==> src/rtl/spi_flash_master.sv <==
// SPI mode-0 master for the configuration flash: one byte per wr_data strobe,
// MSB first, with software-controlled chip select and sticky overrun flag.
module spi_flash_master #(
  parameter int CLKDIV = 2
) (
  input  logic       clk,
  input  logic       resetq,
  input  logic       wr_data,
  input  logic       wr_ctrl,
  input  logic       rd_data,
  input  logic [7:0] din,
  output logic [7:0] rx_data,
  output logic [3:0] status,
  output logic       sck,
  output logic       mosi,
  input  logic       miso,
  output logic       csn
);

  typedef enum logic [1:0] {IDLE, LO, HI} state_t;

  localparam int DW = (CLKDIV > 1) ? $clog2(CLKDIV) : 1;

  state_t        state, state_nx;
  logic [DW-1:0] div;
  logic [2:0]    bitcnt;
  logic [7:0]    shreg;
  logic          valid, ovr;
  logic          busy, div_done, complete;

  assign busy     = (state != IDLE);
  assign div_done = (div == DW'(CLKDIV - 1));
  assign complete = (state == HI) && div_done && (bitcnt == 3'd7);
  assign status   = {ovr, ~csn, valid, busy};

  always_ff @(posedge clk or negedge resetq) begin
    if (!resetq) state <= IDLE;
    else         state <= state_nx;
  end

  always_comb begin
    state_nx = state;
    case (state)
      IDLE:    if (wr_data)  state_nx = LO;
      LO:      if (div_done) state_nx = HI;
      HI:      if (div_done) state_nx = (bitcnt == 3'd7) ? IDLE : LO;
      default: state_nx = IDLE;
    endcase
  end

  // Shift register doubles as tx and rx: MSB goes out, miso enters at the LSB,
  // so after eight shifts it holds the received byte.
  always_ff @(posedge clk or negedge resetq) begin
    if (!resetq) begin
      div     <= '0;
      bitcnt  <= '0;
      shreg   <= '0;
      sck     <= 1'b0;
      mosi    <= 1'b0;
      rx_data <= '0;
    end else begin
      case (state)
        IDLE: if (wr_data) begin
          shreg  <= din;
          mosi   <= din[7];
          bitcnt <= '0;
          div    <= '0;
        end
        LO: if (div_done) begin
          div   <= '0;
          sck   <= 1'b1;
          shreg <= {shreg[6:0], miso};
        end else begin
          div <= div + 1'b1;
        end
        HI: if (div_done) begin
          div <= '0;
          sck <= 1'b0;
          if (bitcnt != 3'd7) begin
            mosi   <= shreg[7];
            bitcnt <= bitcnt + 1'b1;
          end else begin
            rx_data <= shreg;
          end
        end else begin
          div <= div + 1'b1;
        end
        default: ;
      endcase
    end
  end

  // Completion beats a coincident rd_data so a freshly received byte is never lost.
  always_ff @(posedge clk or negedge resetq) begin
    if (!resetq) begin
      valid <= 1'b0;
      ovr   <= 1'b0;
      csn   <= 1'b1;
    end else begin
      if (complete)     valid <= 1'b1;
      else if (rd_data) valid <= 1'b0;

      if (wr_data && busy)        ovr <= 1'b1;
      else if (wr_ctrl && din[7]) ovr <= 1'b0;

      if (wr_ctrl && !busy) csn <= ~din[0];
    end
  end

endmodule

==> config.mk <==
export PLATFORM = sky130hd
export DESIGN_NAME = spi_flash_master
export DESIGN_NICKNAME = d
export VERILOG_FILES = /design/src/rtl/spi_flash_master.sv
export SDC_FILE = /design/constraint.sdc
export NUM_CORES = 1
export LEC_CHECK = 0
export ABC_AREA = 0
export CELL_PAD_IN_SITES_DETAIL_PLACEMENT = 1
export CELL_PAD_IN_SITES_GLOBAL_PLACEMENT = 1
export CORE_MARGIN = 2
export CORE_UTILIZATION = 37
export CTS_CLUSTER_DIAMETER = 200
export DETAILED_ROUTE_END_ITERATION = 8
export GPL_TIMING_DRIVEN = 0
export MAX_ROUTING_LAYER = met4
export PLACE_DENSITY = 0.86
export SYNTH_ARGS = -nofsm -noshare
export SYNTH_HDL_FRONTEND = slang
export SYNTH_SLANG_ARGS = --single-unit
export TNS_END_PERCENT = 10
==> constraint.sdc <==
create_clock -name clk -period 2 [get_ports clk]
set_clock_uncertainty 0.2 [all_clocks]
set_input_delay 0.3 -clock clk [delete_from_list [all_inputs] [get_ports clk]]
set_output_delay 0.3 -clock clk [all_outputs]
set_load 0.01 [all_outputs]
Word level (Yosys, flattened, before mapping)
Index checks and enable logic that the tools add are counted.
- register bits: 27
- bits of input ports: 14
- output and inout bits: 15
- word-level logic and storage cells: 70
- add/sub/neg operators: 2
- equal/unequal tests: 8
- muxes and demuxes: 26
- bitwise operators: 3
- reductions and logical operators: 21
- operators by type and width (operator ; number):
    $mux 8 ; 2
    $pmux 8 s2 ; 1
    $reduce_bool 2->1 ; 7
    $mux 1 ; 12
    $reduce_and 3->1 ; 4
    $mux 3 ; 3
    $mux 2 ; 3
    $ne 2x2->1 const B ; 3
    $pmux 1 s2 ; 3
    $pmux 2 s3 ; 1
    $pmux 3 s2 ; 1
    $logic_and 1x1->1 ; 5
    $reduce_and 4->1 ; 1
    $add 3x1->3 const B ; 1
    $eq 3x3->1 const B ; 1
    $ne 3x3->1 const B ; 1
    $not 1->1 ; 3
    $eq 2x1->1 const B ; 1
    $eq 2x2->1 const B ; 1
    $logic_not 2->1 ; 1
    $ne 2x1->1 const B ; 1
    $reduce_and 2->1 ; 1
    $reduce_or 2->1 ; 1
    $add 1x1->1 const B ; 1
    $logic_not 1->1 ; 1

Longest topological paths before layout
Gate-level depths: netlist (run 1).
- word-level depth: 4
- gate-level depth with buffers: 6
- mapped depth without buffers: 5

Worst setup path after synthesis (run 1)
No wires, ideal clock.
- path type: reg-to-reg
- start: register bitcnt[0]
- end: register bitcnt[0]
- library setup time: 125 ps
- arrival: 1568 ps
- data required time: 1675 ps
- setup slack: 107 ps
- stages on the path, launching flop included: 6
- path buffers: 0
- clock period less this slack: 1893 ps
- cells stage by stage: dfrtp_1 -> ha_1 -> ha_1 -> nand2b_4 -> a211oi_4 -> mux2_4
- cells in the longest elaborated chain, start to end: 4
- elaborated cells between the ends (all ways): 7
- those cells by class: add/sub (1); eq/ne (2); mux (3); reduce/logical (1)
- ends and longest elaborated chain (what ; RTL line ; source):
    start, declared ; 26 ; logic [2:0] bitcnt;
    start signal, assigned ; 81 ; bitcnt <= bitcnt + 1'b1;
    $add 3x1->3 ; 81 ;
    $mux 3 ; 79 ; if (bitcnt != 3'd7) begin
    $mux 3 ; 76 ; HI: if (div_done) begin
    $pmux 3 s2 ; 62 ; case (state)
Parallel ways exist; a longest one is shown, timed or not. The select of a mux whose other input is x is not followed.
A chain may end at the register's enable or synchronous reset.

Final worst setup path (run 1)
- start: register bitcnt[1]
- end: register mosi
- cells in the longest elaborated chain, start to end: 3
- ends and longest elaborated chain (what ; RTL line ; source):
    $ne 3x3->1 ; 79 ;
    $ne 2x1->1 (no line) ; -- ;
    $reduce_and 4->1 (no line) ; -- ;
    end signal, assigned ; 65 ; mosi <= din[7];
    end signal, assigned ; 80 ; mosi <= shreg[7];
    end, declared ; 15 ; output logic mosi,
Every way passes these cells.

==> results.cfg, run 1 <==
[outcome]
status = finished, final reports clean

[floorplanning]
die_w_um = 66.2
dieArea_um2 = 4380
io_pins = 29
start_util = 0.388
rows = 22
die_h_um = 66.2
core_um2 = 3690

[synthesis]
yosys_warnings = 0
syn_area_um2 = 1430
synth_xor_area_frac = 0
synth-compound-area-share = 0.0455
yosys.area_share.simple = 0.0752
syn_inst = 107
syn-num-nets = 130
seq_area_frac_synth = 0.473
ys_seq_elements = 27
synth.largest_area_cell = dfrtp_1
synthDistinctLibCells = 26
synth_top_family_by_area = multiplexers
synth_mux_area_frac = 0.282
synth_area_leaders = dfrtp_1 45%, mux2_2 14%, mux2_4 10%, ha_1 7.9%, mux2i_1 2.8%
synth_area_per_cell_um2 = 13.4
yosysTopAreaCellShare = 0.455
synth-adder-area-share = 0.0787

[critical_path]
worstPathArrival_ns = 1.91
crit_fanout = 4
critPathLaunchType = flop
cp-end-kind = flop
critical_path_class = reg -> reg
required_ns = 1.97

[routing]
drt_wl_total_um = 3260
wl_per_cell_um = 17.2
drt-vias-per-instance = 4.86
drc = 0
ant_nets = 0
firstDrtPassIters = 4
drtIter0Drc = 27
vias = 918

[clock_network]
root_buffer = clkbuf_8
clock_latency_ns = 0.27
path_clk_slew_ns = 0.10
cts_tree = done
ctsHoldBuffers = 0
htreeDepth = 1
clockBufferDepth = 2
cts_inserted_buffers = 3
clock_sinks = 27

[global_route]
antenna_found_initial = 0
grt_first_pass_wirelength_um = 5470
grt_max_degree = 28
grtUsageTotal = 0.172
overflow = 0
grt_pass1_vias = 1105

[pwr]
p_leak_nw = 0.836
cellPowerDensity_nw_per_um2 = 1390
peakVddDrop_v = 0.000470
power_mw = 2.60

[sta]
hold_viol_final = 0
fin_ws_ns = 0.0547
tightest_slew_ns = 1.17
rsz0062_at_grt = yes
period_share = 0.973
tns_ns = 0
clock.fmax_mhz = 514
worst_hold_slack_ns = 0.302
min_period_ns = 1.95
slew_headroom = 0.216
slew_viol_final = 0
setup_viol = 0

[cells_and_area]
final_area_um2 = 1870
drive_above_1_share = 0.383
final_core_util = 0.508
final_common_cell = clkdlybuf4s50_1
diodes = 0
area_delta_synth_final_pct = 30.9
final_cell_mix = 27 x clkdlybuf4s50_1, 26 x dfrtp_1, 18 x mux2_2
layoutNonFillerInstCount = 189
finalNetCount = 165

[min_path]
hp-class = reg -> reg

[placement]
placed_cells = 183
numPortBuffers = 28
place_ws_ns = -0.0785
gp_congestion = 0.732
hpwl_um = 2390
dpl_cell_area_um2 = 1770

[flow_run]
cap_violations = 0
## routing by layer
| layer | up-vias | part of all wire | track usage |
|---|---|---|---|
| met2 | 20 | 0.56 | 0.321 |
| met5 | - | 0 | - |
| met1 | 461 | 0.39 | 0.188 |
| li1 | 431 | - | - |
| met3 | 6 | 0.024 | 0.0170 |
| met4 | 0 | 0.019 | 0.0612 |
## worst max-delay path, stage by stage, from the launching register on
cell and delay [ns]:
dfrtp_1 0.41, ha_2 0.21, ha_4 0.17, nand2b_4 0.14, a211oi_4 0.37, mux2_4 0.34
## report_power, final
part           internal (mW)  switching [mW]
combinational          0.797           0.625
sequential             0.726           0.128
clock                  0.142           0.180
## synthesized netlist by cell type
master and n:
nand2b_4 1, nor2b_4 1, or4b_1 1, dfrtp_1 26, nor2_4 1, buf_2 1
o21ai_0 5, a21oi_1 1, a22o_1 1, mux2_2 18, o22ai_1 1, nand3_1 2
nor2_1 1, mux2_4 10, nor2_2 1, ha_1 9, mux2_1 1, nand2_1 7
buf_6 1, mux2i_1 4, buf_4 3, a211oi_4 1, nand2b_1 1, nor2b_1 1
dfstp_2 1, inv_1 7
## sequential cells by signal, indices dropped and copies added, names as in the netlist
signal,flops
div,1
bitcnt,3
csn,1
ovr,1
sck,1
mosi,1
shreg,8
rx_data,8
state,2
valid,1
## cell families after synthesis
family | Yosys count
DFF | 27
and+or+nand+nor | 17
muxes | 33
buffers and inverters | 12
adders and majority gates | 9
AOI/OAI and AO/OA | 9
## repair_timing
action,CTS,global route
pin swaps,1,1
endpoints found under the setup margin,19,18
setup buffers,2,0
resized for setup,7,7
## final cells by class
| cell class | count | area [µm²] |
|---|---|---|
| Clock inverter | 1 | 7.51 |
| Clock buffer | 3 | 41.3 |
| Multi-Input combinational cell | 68 | 727 |
| Buffer | 5 | 41.3 |
| Tap cell | 48 | 60.1 |
| Timing Repair Buffer | 30 | 294 |
| Sequential cell | 27 | 677 |
| Inverter | 7 | 26.3 |
| Fill cell | 390 | 1810 |
## path summary, 6_finish.rpt
check / from / endpoint / slack [ns] / depth (start not counted)
max in group asynchronous: resetq / state[0] / 0.46 / 1
setup reg to reg: bitcnt[1] / mosi / 0.05 / 5
setup / recovery: bitcnt[1] / mosi / 0.05 / 5
hold / removal: csn / csn / 0.30 / 2
min in group asynchronous: resetq / valid / 0.44 / 1
hold reg to reg: csn / csn / 0.30 / 2
(Power assumes the default switching activity.)
==> run 2: changes to the inputs <==
CORE_UTILIZATION = 41   (was 37)
PLACE_DENSITY = 0.9   (was 0.86)
clock period = 1.8 ns   (was 2 ns; I/O delays follow)
==> run 2 against run 1 <==
Effect of this change:
- the flow now finishes with violations (negative setup slack)
- core utilization up 7.6 points
- via count up 4.1%
- clock power down 8.1%
- worst setup slack worse by 0.14 ns
- sequential cell count unchanged
- first-iteration DRC count up 85%
- sequential power up 12%
- combinational power up 27%
- register-to-register slack worse by 0.14 ns
- global-route usage up 2.6 points
- routed wire length up 10%
==> results.cfg, run 2 (same netlist as run 1, synthesis figures left out) <==
[critical_path]
required_ns = 1.85
cp-end-kind = flop
slowest_stage = dfrtp_1
path_cells = ha_4 -> ha_4 -> nand2b_4 -> a211oi_4 -> mux2_4
critical_path_class = reg -> reg
slowest_delay_ns = 0.46
crit_fanout = 3
critPathLaunchType = flop
worstPathArrival_ns = 1.93
critical_path.most_common_cell = ha_4

[pwr]
clockPowerShare = 0.097
combPwrFrac = 0.591
power_switching_mw = 1.13
peakVddDrop_v = 0.000790
internal_power_mw = 1.93
power_frac_seq = 0.312
power_mw = 3.05
cellPowerDensity_nw_per_um2 = 1570
sw_frac_of_total = 0.370
p_leak_nw = 0.980

[cells_and_area]
drive_above_1_share = 0.435
n_fill_cell = 343
final_common_cell = dfrtp_1
final_cell_mix = 26 x dfrtp_1, 18 x mux2_2, 16 x clkdlybuf4s50_1
area_delta_synth_final_pct = 36.3
final_area_um2 = 1950
top_regs = rx_data x8, shreg x8, bitcnt x3
diodes = 0
finalNetCount = 171

[placement]
hpwl_um = 2410
dpl_cell_area_um2 = 1780
gp_congestion = 0.743
numPortBuffers = 28
place_ws_ns = -0.238

[clock_network]
clock_latency_ns = 0.34
clock_sinks = 27
htreeDepth = 1
cts_tree = done
root_buffer = clkbuf_4
cts_inserted_buffers = 3
path_clk_slew_ns = 0.16
clockBufferDepth = 2

[sta]
tightest_slew_ns = 0.613
period_share = 1.04
worst_hold_slack_ns = 0.250
rsz0062_at_grt = yes
fin_ws_ns = -0.0805
clock.fmax_mhz = 532
hold_viol_final = 0
slew_viol_final = 0
slew_headroom = 0.591
min_period_ns = 1.88
setup_viol = 15

[global_route]
antenna_found_initial = 0
grtUsageTotal = 0.198
grt_pass1_vias = 1133
grt_use_met1 = 0.221
grt_max_degree = 28
grt_util_met2 = 0.359
grt_busiest_layer = met2
grt_util_met3 = 0.0464
grt_first_pass_wirelength_um = 5780
overflow = 0

[routing]
firstDrtPassIters = 3
drc = 0
wl_per_cell_um = 18.6
drt-vias-per-instance = 4.95
vias = 956
drt_wl_total_um = 3580
ant_nets = 0
drtIter0Drc = 50

[floorplanning]
die_w_um = 63.1
dieArea_um2 = 3980
die_h_um = 63.1
core_um2 = 3340
io_pins = 29
rows = 21
start_util = 0.429

[outcome]
status = finished, violations left
violations = negative setup slack

[min_path]
hp-class = in -> async

[flow_run]
cap_violations = 0
-- run 2: changes by cell type in the layout (fill, tap and decap cells not counted), moves of 2 or more --
cell / delta
clkdlybuf4s50_1: -11
dlymetal6s2s_1: +6
ha_2: -2
clkbuf_4: +3
clkbuf_8: -3
buf_4: +4
ha_4: +2
buf_6: +3
-- run 2: area by class of cell --
class                           count  area [µm²]  share of cell area
Tap cell                           46        57.6              0.0295
Timing Repair Buffer               36         363               0.186
Clock inverter                      1        8.76             0.00449
Inverter                            7        26.3              0.0135
Sequential cell                    27         677               0.347
Multi-Input combinational cell     68         751               0.385
Buffer                              5        45.0              0.0231
Clock buffer                        3        22.5              0.0115
-- run 2: final timing paths --
check	start	slack, ns	cells after the start	endpoint
worst max-delay path	bitcnt[0]	-0.08	5	mosi
worst min-delay path	resetq	0.25	2	bitcnt[0]
worst max register to register	bitcnt[0]	-0.08	5	mosi
worst min register to register	csn	0.31	2	csn
max in group asynchronous	resetq	0.76	2	state[0]
min in group clk	wr_ctrl	0.29	3	csn
-- run 2: power by group through the flow --
stage	registers, mW	logic, mW	clock network (mW)
after floorplan	0.935	1.09	0
after global routing	0.976	1.94	0.337
after detailed placement	0.971	1.49	0
final	0.954	1.80	0.296
after global placement	0.944	1.40	0
after CTS	0.947	1.70	0.303
-- run 2: worst max-delay path: cells and delay by family (launching register included) --
family / cells / cell delay (ns)
AND/OR/NAND/NOR: 1 / 0.14
adder cells (fa/ha/maj): 2 / 0.35
AO/OA/AOI/OAI: 1 / 0.30
multiplexers: 1 / 0.33
flip-flops: 1 / 0.46
-- run 2: what timing repair did --
action                     in CTS  in global routing
hold endpoints to repair        0                 26
hold buffers                    0                  1
setup buffers                   6                  2
gates resized for setup        15                 12
setup endpoints to repair      27                 30
pin swaps                       3                  3
-- run 2: layer usage --
layer	wire [µm]	part of all wire
met1	1430	0.40
met3	130	0.036
met5	0	0
met2	1970	0.55
met4	56	0.016
-- run 2: per-stage QoR --
step	TNS, ns	utilization	std cells
3_3_place_gp	-5.17	0.533	181
3_5_place_dp	-8.56	0.533	181
5_1_grt	-1.97	0.585	193
6_report	-0.690	0.585	193
2_1_floorplan	-0.0125	-	107
4_1_cts	-0.860	0.568	191
